<file path="config.mk">
export PLATFORM = sky130hd
export DESIGN_NAME = silent_sequencer
export DESIGN_NICKNAME = d
export VERILOG_FILES = /design/src/rtl/silent_pkg.sv /design/src/rtl/silent_seq_delay.sv /design/src/rtl/silent_sequencer.sv
export SDC_FILE = /design/constraint.sdc
export NUM_CORES = 1
export LEC_CHECK = 0
export CORE_MARGIN = 1.5
export CORE_UTILIZATION = 39
export CTS_CLUSTER_DIAMETER = 80
export CTS_CLUSTER_SIZE = 30
export DETAILED_ROUTE_END_ITERATION = 12
export HOLD_SLACK_MARGIN = 0.03
export PLACE_DENSITY = 0.71
export SYNTH_ARGS = -nofsm -noshare
export SYNTH_HDL_FRONTEND = slang
export SYNTH_HIERARCHICAL = 1
export SYNTH_SLANG_ARGS = --single-unit
export TNS_END_PERCENT = 50
</file>
<file path="constraint.sdc">
create_clock -name CLK -period 2.8 [get_ports CLK]
set_input_delay 0.56 -clock CLK [delete_from_list [all_inputs] [get_ports CLK]]
set_output_delay 0.56 -clock CLK [all_outputs]
set_load 0.01 [all_outputs]
</file>
<file path="src/rtl/silent_pkg.sv">
// silent_pkg: shared sizes, pipeline latencies and FSM state type for the silent sequencer.
package silent_pkg;
  localparam int WIDTH = 13;
  localparam int DEPTH = 249;
  localparam int ADDR_W = $clog2(DEPTH);
  localparam int RD_LAT = 2;
  localparam int ENG_LAT = 1;
  typedef enum logic [1:0] {IDLE, SWEEP, DRAIN} state_e;
endpackage

</file>
<file path="src/rtl/silent_seq_delay.sv">
// silent_seq_delay: fixed-latency {strobe, address} delay line aligning write-back with RAM read and step engine.
module silent_seq_delay #(
  parameter int LAT = 3,
  parameter int W = 8
) (
  input  logic         clk,
  input  logic         rst_n,
  input  logic         strobe,
  input  logic [W-1:0] addr,
  output logic         dly_strobe,
  output logic [W-1:0] dly_addr
);
  logic [W:0] sr [LAT];
  always_ff @(posedge clk or negedge rst_n)
    if (!rst_n) for (int i = 0; i < LAT; i++) sr[i] <= '0;
    else begin
      sr[0] <= {strobe, addr};
      for (int i = 1; i < LAT; i++) sr[i] <= sr[i-1];
    end
  assign {dly_strobe, dly_addr} = sr[LAT-1];
endmodule

</file>
<file path="src/rtl/silent_sequencer.sv">
// silent_sequencer: per-period sweep of DEPTH channels with delayed write-back and overrun tracking.
// Define SILENT_OVR_CNT_EN to build the saturating overrun counter behind OVR_CNT.
module silent_sequencer #(
  parameter int WIDTH = silent_pkg::WIDTH,
  parameter int DEPTH = silent_pkg::DEPTH,
  localparam int ADDR_W = $clog2(DEPTH)
) (
  input  logic              CLK,
  input  logic              RESET_N,
  input  logic              START,
  input  logic              ENABLE,
  input  logic [WIDTH-1:0]  STEP_IN,
  input  logic              CLR_OVERRUN,
  output logic [WIDTH-1:0]  STEP_OUT,
  output logic              RD_EN,
  output logic [ADDR_W-1:0] ADDR,
  output logic              WR_EN,
  output logic [ADDR_W-1:0] WR_ADDR,
  output logic              BUSY,
  output logic              DONE,
  output logic              OVERRUN,
  output logic [15:0]       OVR_CNT
);
  import silent_pkg::*;
  localparam logic [ADDR_W-1:0] LAST = ADDR_W'(DEPTH - 1);
  state_e state;
  logic start_q;
  logic start_edge;
  logic ovr_evt;
  assign start_edge = START & ~start_q;
  assign BUSY = state != IDLE;
  assign ovr_evt = start_edge & BUSY;
  always_ff @(posedge CLK or negedge RESET_N)
    if (!RESET_N) begin
      start_q <= 1'b0;
      state <= IDLE;
      RD_EN <= 1'b0;
      ADDR <= '0;
      STEP_OUT <= '0;
      DONE <= 1'b0;
      OVERRUN <= 1'b0;
    end else begin
      start_q <= START;
      DONE <= 1'b0;
      if (ovr_evt) OVERRUN <= 1'b1;
      else if (CLR_OVERRUN) OVERRUN <= 1'b0;
      case (state)
        IDLE:
          if (start_edge && ENABLE) begin
            state <= SWEEP;
            RD_EN <= 1'b1;
            ADDR <= '0;
            STEP_OUT <= STEP_IN;
          end
        SWEEP:
          if (ADDR == LAST) begin
            state <= DRAIN;
            RD_EN <= 1'b0;
            ADDR <= '0;
          end else ADDR <= ADDR + 1'b1;
        DRAIN:
          if (WR_EN && WR_ADDR == LAST) begin
            state <= IDLE;
            DONE <= 1'b1;
          end
        default: state <= IDLE;
      endcase
    end
  silent_seq_delay #(.LAT(RD_LAT + ENG_LAT), .W(ADDR_W)) u_dly (
    .clk(CLK),
    .rst_n(RESET_N),
    .strobe(RD_EN),
    .addr(ADDR),
    .dly_strobe(WR_EN),
    .dly_addr(WR_ADDR)
  );
`ifdef SILENT_OVR_CNT_EN
  logic [15:0] ovr_cnt;
  always_ff @(posedge CLK or negedge RESET_N)
    if (!RESET_N) ovr_cnt <= '0;
    else if (ovr_evt) ovr_cnt <= ovr_cnt + {15'd0, ovr_cnt != 16'hFFFF};
    else if (CLR_OVERRUN) ovr_cnt <= '0;
  assign OVR_CNT = ovr_cnt;
`else
  assign OVR_CNT = '0;
`endif
endmodule

</file>
[After elaboration in Yosys (flattened, before gate mapping)]
Index checks and enable logic that the tools add are counted.
Word-level totals
  word-level logic and storage cells: 45
  flip-flop bits (word level): 54
  bits of input ports: 18
Cells by class
  equal/unequal tests: 7
  bitwise logic cells: 3
  add/subtract/negate cells: 1
  reductions and logical operators: 10
  muxes and demuxes: 14
Operators by type and width (count)
  == test 8 bit (second input constant): 2
  two-way mux 8 bit: 2
  case mux 8 bit (2 select lines): 1
  adder 8 x 1 -> 8 bit (second input constant): 1
  two-way mux 1 bit: 6
  two-way mux 2 bit: 3
  inequality test 2 bit (second input constant): 3
  case mux 2 bit (3 select lines): 1
  AND reduction 3 bit: 2
  nonzero test 2 bit: 3
  AND reduction 2 bit: 2
  AND 1 bit: 2
  == test 2 x 1 -> 1 bit (second input constant): 1
  == test 2 bit (second input constant): 1
  logical AND 1 bit: 2
  zero test 2 bit: 1
  case mux 1 bit (2 select lines): 1
  inverter 1 bit: 1

[Depth between registers and ports, before layout]
Gate-level depths: netlist (run 1).
  depth in word-level cells: 5
  gate-level depth with buffers: 6

[Hierarchy]
Netlist (run 1), hierarchy kept.
By module, submodules not included
  silent_sequencer: instances 1, cells each 116, area each 1291.2 µm²
  silent_seq_delay: instances 1, cells each 35, area each 735.7 µm²

[Least setup slack after synthesis (run 1)]
Ideal clock, no wire load.
  path type: input to register
  start point: input ENABLE
  end point: register STEP_OUT[10]
  library setup time: 0.125 ns
  path slack: 1.151 ns
  arrival: 1.524 ns
  stages: 4
  required time: 2.675 ns
  path buffers: 1
  cell sequence: and3b_2 and2_0 buf_4 mux2_2
On the way
  cells in the longest elaborated chain, start to end: 2
RTL lines
  start, declared: RTL line silent_sequencer.sv:11  | input logic ENABLE,
  logical AND 1 bit: RTL line silent_sequencer.sv:49  | if (start_edge && ENABLE) begin
  AND reduction 2 bit (no source line)
  end signal, assigned: RTL line silent_sequencer.sv:39  | STEP_OUT <= '0;
  end signal, assigned: RTL line silent_sequencer.sv:53  | STEP_OUT <= STEP_IN;
  end, declared: RTL line silent_sequencer.sv:14  | output logic [WIDTH-1:0] STEP_OUT,
No other way between the ends.
A chain may end at the register's enable or synchronous reset.

[Worst setup path in the final report (run 1)]
  start point: register state[0]
  end point: output BUSY
On the way
  cells in the longest elaborated chain, start to end: 1
RTL lines
  start, declared: RTL line silent_sequencer.sv:26  | state_e state;
  start signal, assigned: RTL line silent_sequencer.sv:36  | state <= IDLE;
  start signal, assigned: RTL line silent_sequencer.sv:50  | state <= SWEEP;
  start signal, assigned: RTL line silent_sequencer.sv:57  | state <= DRAIN;
  nonzero test 2 bit: RTL line silent_sequencer.sv:31  | assign BUSY = state != IDLE;
  end, declared: RTL line silent_sequencer.sv:19  | output logic BUSY,
No other way between the ends.

==> run metrics, run 1 <==
outcome=finished, final reports clean; startpoint of the worst register-to-register path=state[0]; Req. time, crit path=2.24 ns; Worst Setup SP=state[0]; Setup Viol. Count Final=0; part of the cycle the worst path needs=75.4%; grt ovf=0; global-route wire length before repair=5080 µm; Avg Inst Size Synth=13.4 µm²; Final Max Slew Viols=0; CP peak stage delay=0.48 ns; clock sink total=54; Num CTS Buffers=5; die footprint=5640 µm²; Pint=1.08 mW; Vias per Instance=4.42; crit path launch type=flip-flop; Clock Power Share=38.3%; cells after synthesis=151; Post-synth EDFFs=0; chip width=75.1 µm; Worst Hold Class=in2async; ranking of synthesized cells by area=dfrtp_1, buf_4, mux2_2, nand2_1, xor2_1; Max Cap Violations=0; Clock transition at path regs=0.10 ns; Initial Utilization=40.2%; Stages on worst setup path=3; CP top delay family=buffers and inverters; crit end category=output pin; Netlist Area Pre-Place=2030 µm²; slowest CP cell=clkdlybuf4s50_1; initial antenna violation count=0; maximum VDD drop=0.255 mV; io pins=68; nets=221; drt pass-1 iters=4; ANT cells=0; Post-synth top cells=dfrtp_1, buf_4, mux2_2, nand2_1, inv_1; routed length per instance=12.0 µm; highest clock rate=0.474 GHz; largest net degree at the start of global routing=29; input/output buffers=51; synthesis-stage register bit count=54; PnR worst setup slack=0.689 ns; Yosys cell types=29; combinational share of power=4.0%; Detail Placement HPWL=2370 µm; DRC viols=0; Die Y=75.1 µm; switching power=279 µW; initial drt markers=96; CP Class=reg2out; Max-slew headroom=60.3%; Routed Antenna Nets=0; Net Sw Frac=20.6%; fraction of registers with async set or reset after synthesis=100%; min Tclk post-route=2.11 ns; R2R depth=4; Max Clock Skew=0.00722 ns; YS warnings=6; area leader, netlist=dfrtp_1; Clock Tree Buf Depth=2; crit path max fanout=6; count leader, synth=dfrtp_1; sequential fraction of the synthesis area=66.7%; CTS HTree Levels=2; TritonCTS clock tree=done; RSZ-0062 raised after global routing=no; Core Footprint=5040 µm²; clk root buf=clkbuf_8; gpl congestion=0.845; post_cts resized=0; Pleak=1.20 nW; share of layout cells above drive strength 1=12.9%; WP buf/inv=2; Post-CTS Repair Setup Buffers=0; All-Layer GR Usage=12.0%; R2R Setup Slk=1.25 ns; crit-path cells=nor2_1, inv_1, clkdlybuf4s50_1; main flop type after synthesis=dfrtp_1; Routed WL=3260 µm; worst slew pin tran=0.596 ns; insertion delay of the later-clocked pin in the worst-skew pair=0.30 ns; hold buffers post-CTS=0; area share of the largest cell type after synthesis=66.7%; Power per Cell Area=517 nW/µm²; Place WS=0.657 ns; Synth-to-Final Area Change=29.3%; Crit Reg-Reg Endpoint=STEP_OUT[4]; worst endpoint data arrival time=1.55 ns; vias in the first global route=1096; # rows=26; vias post-DR=1202; Final Hold Violating Endpoints=0; TNS Setup=0 ns; Seq pwr share=57.7%
-- registers in the layout, summed over array words and instances, names as in the netlist --
| name | cells |
|---|---|
| u_dly/dly_strobe | 1 |
| RD_EN | 1 |
| u_dly/sr | 18 |
| OVERRUN | 1 |
| start_q | 1 |
| state | 2 |
| DONE | 1 |
| u_dly/dly_addr | 8 |
| ADDR | 8 |
| STEP_OUT | 13 |
-- through the flow --
| stage | total power, mW | instances | hold slack, ns | area [µm²] | utilization, % |
|---|---|---|---|---|---|
| after floorplan | 0.827 | 166 | 0.264 | 2080 | - |
| after global placement | 0.852 | 264 | 0.333 | 2500 | 49.7 |
| after detailed placement | 0.853 | 264 | 0.335 | 2500 | 49.7 |
| after CTS | 1.38 | 272 | 0.270 | 2620 | 52.0 |
| after global routing | 1.41 | 272 | 0.273 | 2620 | 52.0 |
| final | 1.36 | 272 | 0.251 | 2620 | 52.0 |
-- final cells by class --
cell class              instances  area (µm²)
clock buffers                   5        68.8
clock inverters                 3        47.5
fillers                       453        2420
inverters                       6        22.5
multi-input cells              81         522
flip-flops and latches         54        1350
well taps                      70        87.6
repair buffers                 53         520
-- logic make-up (layout without fill, tap and decap cells) --
kind of cell    Yosys count  count (layout)  synth area share (%)
flops                    54              54                  66.7
simple gates             33              33                  8.58
buf+inv                  31              67                  10.4
compound gates           14              14                  4.44
mux                      13              13                  7.22
xor+xnor                  3               3                  1.30
fa+ha+maj                 2               2                  1.23
other cells               1              16                 0.185
-- worst max path at each step --
stage | endpoint | slack (ns)
after CTS | BUSY | 0.66
final | BUSY | 0.69
after global routing | BUSY | 0.57
after floorplan | STEP_OUT[10] | 1.15
after detailed placement | STEP_OUT[4] | 0.66
after global placement | STEP_OUT[10] | 0.69
-- layout by cell type (no fill, tap or decap) --
master,instances
clkinv_4,1
o21ai_0,5
or4_1,1
a32o_1,1
buf_4,2
xor2_1,3
and2_0,1
inv_1,6
dfrtp_1,54
mux2_2,13
bufinv_16,1
inv_6,1
o31ai_1,1
buf_2,1
o32ai_1,1
and3b_2,1
nor3_1,1
and3_1,1
conb_1,16
or3_1,3
nand4_1,2
clkdlybuf4s50_1,50
ha_1,2
a21oi_1,3
o211ai_1,2
clkbuf_8,5
and4_1,1
nand2b_1,1
nor2b_1,1
and3b_1,1
nand2_1,12
o21ai_2,1
nand3_1,3
nor2_1,3
nor4_1,1
-- power by group through the flow --
stage	combinational (mW)	sequential (mW)	clock, mW
after floorplan	0.0288	0.798	0
after global placement	0.0545	0.798	0
after detailed placement	0.0555	0.798	0
after CTS	0.0555	0.782	0.537
after global routing	0.0620	0.783	0.569
final	0.0541	0.782	0.519
-- layer usage --
| metal | vias up | part of all wire [%] | track usage (%) |
|---|---|---|---|
| met4 | 0 | 0.67 | 3.03 |
| li1 | 566 | - | - |
| met1 | 585 | 46 | 17.8 |
| met5 | - | 0 | 0 |
| met3 | 4 | 6.1 | 4.15 |
| met2 | 47 | 48 | 16.8 |
Note: power is estimated with default switching activity, not from simulation.
==> run 2: changes to the inputs <==
--- a/config.mk
+++ b/config.mk
@@ -11,7 +11,7 @@
 export CTS_CLUSTER_SIZE = 30
 export DETAILED_ROUTE_END_ITERATION = 12
 export HOLD_SLACK_MARGIN = 0.03
-export PLACE_DENSITY = 0.71
+export PLACE_DENSITY = 0.74
 export SYNTH_ARGS = -nofsm -noshare
 export SYNTH_HDL_FRONTEND = slang
 export SYNTH_HIERARCHICAL = 1
==> constraint.sdc (replaced) <==
create_clock -name CLK -period 1.8 [get_ports CLK]
set_input_delay 0.36 -clock CLK [delete_from_list [all_inputs] [get_ports CLK]]
set_output_delay 0.36 -clock CLK [all_outputs]
set_load 0.01 [all_outputs]
==> run 2 against run 1 <==
Combinational power grew 62%. Count of clock-buffer cells in the layout grew 1. Sequential cell count is the same. Design area grew 1.9%. Clock power grew 53%. Worst setup slack lost 0.62 ns. Sequential share of layout area shrank 0.85 points. Register-to-register slack lost 0.93 ns. Final cell count grew 0.37%. Die area is the same. Utilization grew 0.97 points. Critical endpoint is now ADDR[3]. Largest cell class unchanged.
==> run metrics, run 2 (same netlist as run 1, synthesis figures left out) <==
RSZ-0062 raised after global routing=no; part of the cycle the worst path needs=96.2%; crit path launch type=flip-flop; Routed Antenna Nets=0 (unchanged); initial drt markers=48 (-50%); Seq pwr share=58.0% (+0.3 points); Synth-to-Final Area Change=31.7%; gpl congestion=0.837 (-0.96%); Fillers=434 (-4.2%); switching power=396 µW (+42%); worst endpoint data arrival time=1.37 ns (-0.18 ns); Vias per Instance=4.45 (+0.71%); Clock Tree Buf Depth=2 (unchanged); vias post-DR=1215 (+1.1%); Layout Cells excl Fill=273 (+0.37%); WP buf/inv=1 (-1); biggest regs=u_dly/sr x18, STEP_OUT x13; outcome=finished, final reports clean; CP Class=reg2out; Clock transition at path regs=0.09 ns (about the same); Biggest register=u_dly/sr; Post-CTS Repair Setup Buffers=0 (unchanged); met2 wire len=1560 µm (+0.39%); # rows=26 (unchanged); insertion delay of the later-clocked pin in the worst-skew pair=0.29 ns (about the same); maximum VDD drop=0.440 mV (+73%); Max Cap Violations=0 (unchanged); largest net degree at the start of global routing=55 (+90%); Setup Viol. Count Final=0 (unchanged); ANT cells=0 (unchanged); commonest non-fill, non-tap cell in the layout=dfrtp_1; Clock Power Share=37.8% (-0.5 points); clock sink total=54 (unchanged); share of layout cells above drive strength 1=14.8% (+1.9 points); vias in the first global route=1116 (+1.8%); Pint=1.70 mW (+58%); Worst Hold Class=in2async; Place WS=-0.119 ns (-0.776 ns); Pleak=1.21 nW (+0.95%); crit end category=output pin; PnR worst setup slack=0.0677 ns (-0.622 ns); met1 wire length=1430 µm (-3.4%); initial antenna violation count=0 (unchanged); Core Footprint=5040 µm² (unchanged); CP peak stage delay=0.59 ns (+0.11 ns); nets=223 (+0.90%); Final Max Slew Viols=0 (unchanged); min Tclk post-route=1.73 ns; die footprint=5640 µm² (unchanged); grt ovf=0 (unchanged); Power per Cell Area=786 nW/µm² (+52%); combinational share of power=4.2% (+0.2 points); clk root buf=clkbuf_8; crit-path cells=clkdlybuf4s50_1; slowest CP cell=clkdlybuf4s50_1; Max Clock Skew=0.00360 ns (-0.00362 ns); Req. time, crit path=1.44 ns (-0.80 ns); Initial Utilization=40.2% (unchanged); drt pass-1 iters=4 (unchanged); Routed WL=3160 µm (-3.0%); Detail Placement HPWL=2320 µm (-2.2%); Placed Cells=266 (+0.76%); io pins=68 (unchanged); max reg flops=18 (unchanged); Num CTS Buffers=5 (unchanged); CP top delay family=buffers and inverters; post-layout util=52.9% (+0.97 points); Net Sw Frac=18.9% (-1.7 points); global-route wire length before repair=5040 µm (-0.81%); Die Y=75.1 µm (unchanged); DRC viols=0 (unchanged); chip width=75.1 µm (unchanged); All-Layer GR Usage=11.8% (-0.16 points); routed length per instance=11.6 µm (-3.4%); crit path max fanout=8 (+2); CTS HTree Levels=2 (unchanged); Final Hold Violating Endpoints=0 (unchanged); metal3 WL=118 µm (-40%); highest clock rate=0.577 GHz; TritonCTS clock tree=done; commonest cells after routing, fill and taps aside=dfrtp_1, clkdlybuf4s50_1, conb_1; input/output buffers=51 (unchanged); Max Used Layer=met4
run 2: cell count changes in the layout (fill, tap and decap cells not counted):
cell             change
buf_12               +2
dfrtp_1              -2
dfrtp_2              +2
clkbuf_8             +1
clkdlybuf4s50_1      -1
clkinv_4             -1
dlymetal6s2s_1       +1
inv_6                -1
nor2_1               -1
nor2_4               +1
run 2: worst paths after layout:
path                             start                end  slack [ns]  cells after the start
setup / recovery               ADDR[3]            ADDR[3]        0.07                      1
hold / removal                 RESET_N        STEP_OUT[7]        0.05                      2
setup reg to reg               start_q        STEP_OUT[3]        0.32                      4
hold reg to reg            u_dly/sr[9]  u_dly/dly_addr[0]        0.35                      0
max in group asynchronous      RESET_N           state[1]        1.51                      2
min in group CLK           u_dly/sr[9]  u_dly/dly_addr[0]        0.35                      0
run 2: routing by layer:
layer | vias up | GRT usage (%)
met1 | 604 | 16.0
li1 | 570 | -
met3 | 6 | 2.81
met2 | 35 | 18.7
met4 | 0 | 4.24
met5 | - | 0
run 2: per-stage QoR:
step | area [µm²] | TNS (ns) | hold WS, ns | power, mW
final | 2670 | 0 | 0.0478 | 2.10
after global routing | 2670 | 0 | 0.0573 | 2.18
after CTS | 2660 | 0 | 0.0532 | 2.12
after detailed placement | 2540 | -1.59 | 0.335 | 1.33
after global placement | 2540 | -1.30 | 0.332 | 1.33
after floorplan | 2080 | 0 | 0.0644 | 1.29
run 2: power groups by stage:
stage | sequential, mW | clock, mW | combinational (mW)
finish | 1.22 | 0.793 | 0.0875
global route | 1.22 | 0.866 | 0.100
CTS | 1.22 | 0.817 | 0.0895
detailed placement | 1.24 | 0 | 0.0894
global placement | 1.24 | 0 | 0.0891
floorplan | 1.24 | 0 | 0.0448
run 2: final cells by class:
type | count | area, µm² | area share (%)
clock inverter | 1 | 30.0 | 1.13
tap | 70 | 87.6 | 3.28
inverter | 6 | 22.5 | 0.844
timing repair buffer | 55 | 563 | 21.1
sequential | 54 | 1350 | 50.7
clock buffer | 6 | 82.6 | 3.09
multi-input combinational | 81 | 529 | 19.8
run 2: timing repair:
| action | CTS | global route |
|---|---|---|
| pin swaps | 0 | 0 |
| hold buffers | 0 | 0 |
| resized for setup | 2 | 3 |
| setup endpoints to repair | 1 | 2 |
==> variant, RTL diff (flow settings as in run 2) <==
The 3 states of `state_e` get a one-hot encoding in 3 bits.
--- a/src/rtl/silent_pkg.sv
+++ b/src/rtl/silent_pkg.sv
@@ -7,3 +7,3 @@
   localparam int ENG_LAT = 1;
-  typedef enum logic [1:0] {IDLE, SWEEP, DRAIN} state_e;
+  typedef enum logic [2:0] {IDLE = 3'b001, SWEEP = 3'b010, DRAIN = 3'b100} state_e;
 endpackage
Function: same outputs for any inputs over 10 cycles, from zero or initial values and one cycle with RESET_N low; not proved beyond that.
==> variant against run 2 <==
Worst setup slack improved by 0.0087 ns. Global-route usage rose by 1.0 points. Routed wire length up 12%. Area after synthesis up 6.0%. Maximum frequency rose by 0.50%. Sequential cell count up 1. Cell area up 3.9%. Critical path depth unchanged. Count of clock-buffer cells in the layout decreased by 1. Critical endpoint is now ADDR[4]. Highest routed layer unchanged.
Power is not compared: it rests on default switching activity, and its combinational part moved more than twofold at a synthesized area within 25%.
==> variant: results (changes against run 2) <==
CLK-INSERTION-DELAY-LATE_NS=0.31  # +0.02 ns
FINAL_LAYOUT_SIZE_SUFFIX_GT1_SHARE_PCT=20.0  # +5.2 points
DRTPASS1ITERATIONS=4  # unchanged
WORSTHOLDPATHTYPE='flop to flop'
CRIT_SLOWEST_CELL='clkdlybuf4s50_1'
SYNTH-ASYNC-RESET-RATIO_PCT=100  # unchanged
DETAIL_ROUTE.WIRELENGTH_MM=3.55  # +12%
N_ANTENNA_CELL=0  # unchanged
YS_SEQ_AREA_SHARE_PCT=64.1  # -2.6 points
GR-USAGE-ALL-LAYERS_PCT=12.8  # +1.0 points
TIMING.CRITICAL_PATH.MAX_DELAY_FAMILY='buffers and inverters'
MAXIMUM_NUMBER_OF_PINS_ON_ONE_NET_BEFORE_GLOBAL_ROUTE_REPAIR=21  # -62%
POST_SYNTH_NUM_CELL_TYPES=37  # +28%
HTREE_NUM_LEVELS=2  # unchanged
FIRST_ITER_VIOLATIONS=29  # -40%
OUTCOME='completed'
PATH_MAX_FANOUT=8  # unchanged
VIA_COUNT_OF_THE_ROUTED_DESIGN=1248  # +2.7%
YOSYS-TOP-CELLS-COUNT='54 x dfrtp_1, 25 x buf_4, 8 x mux2_4'
YS_WARN_COUNT=6  # unchanged
PORTBUFFERS=51  # unchanged
TOP_REGS='u_dly/sr (18), STEP_OUT (13)'
WORST_SETUP_STARTPOINT='ADDR[4]'
ANTENNA_FOUND_INITIAL=0  # unchanged
GRT_PASS1_WL_MM=5.89  # +17%
NUMBER_OF_BUFFERS_BETWEEN_CLOCK_ROOT_AND_THE_DEEPEST_SINK=2  # unchanged
CP.ARRIVAL_NS=1.36
TOTAL_LEAKAGE_POWER_nW=1.26
CLK_PIN_SLEW_WORST_PATHS_NS=0.10
SYNTHTOPCELLSBYAREA='dfrtp_1 63%, buf_4 8.7%, mux2_4 5.6%, mux2_2 3.1%, dfstp_2 1.2%'
HP-START='u_dly/sr[23]'
CLOCK_SKEW_NS=0.00607  # +0.00247 ns
PEAKVDDDROP_V=0.000453
GP_CONGESTION=0.783  # -6.4%
CRITICAL_PATH_S_LARGEST_STAGE_DELAY_NS=0.58
CRITICAL_PATH.REG2REG.STARTPOINT='state[0]'
CTS_ROOT_BUFFER_TYPE='clkbuf_8'
POST-DP-HPWL_MM=2.52  # +8.8%
FINISH.NET_COUNT=224  # +0.45%
CTS-BUFFERS-INSERTED=5  # unchanged
DETAILEDPLACE.WORSTSLACK_NS=-0.138  # -0.0190 ns
## variant: cell types whose count changed in the layout (fill, tap and decap cells not counted), moves of 3 or more
cell            run 2  this run
mux2_4              0         8
o21ai_0             5         2
mux2_2             13         6
nand2_1            12         7
or3_1               3         0
a21oi_1             3         0
## variant: layer usage
layer	track usage [%]	part of all wire (%)	vias to the layer above
li1	-	-	584
met1	16.9	46	612
met2	19.9	47	48
met3	3.45	6.9	4
met4	5.45	0.73	0
met5	0	0	-
## variant: stage by stage
stage	instances	area (µm²)	power, mW	hold WS, ns
after floorplan	166	2210	1.66	0.0644
after global placement	265	2650	1.91	0.299
after detailed placement	265	2650	1.92	0.302
after CTS	275	2770	2.64	0.354
after global routing	275	2770	2.74	0.361
final	275	2770	2.60	0.356
## variant: cells by family after synthesis
kind of cell / share of synthesized area, %
AOI/OAI and AO/OA: 5.06
xor gates and xnor gates: 0.815
adders and majority gates: 1.16
buffers and inverters: 10.7
DFF: 64.1
muxes: 8.73
other: 0.174
and+or+nand+nor: 9.31
## variant: area by class of cell
type	count	area, µm²
multi-input combinational	80	606
tap	70	87.6
fill	458	2430
sequential	55	1380
timing repair buffer	58	586
clock buffer	5	68.8
clock inverter	3	27.5
inverter	4	15.0
## variant: final timing paths
check	slack, ns	end	cells past startpoint
setup / recovery	0.08	ADDR[4]	1
hold / removal	0.36	u_dly/sr[14]	0
setup reg to reg	0.15	ADDR[3]	5
hold reg to reg	0.36	u_dly/sr[14]	0
max in group asynchronous	0.72	start_q	3
min in group asynchronous	0.49	u_dly/sr[20]	2
## variant: report_power, final
part | internal, mW | switching (mW) | total, mW | leakage, nW
sequential | 1.35 | 0.0688 | 1.42 | 0.708
clock | 0.289 | 0.413 | 0.702 | 0.0467
combinational | 0.305 | 0.172 | 0.477 | 0.509
## variant: what timing repair did
item                       4_1_cts  5_1_grt
setup buffers                    1        0
hold buffers                     1        0
pin swaps                        0        0
hold endpoints to repair        14        0
setup endpoints to repair        1        5
resized for setup                2        5
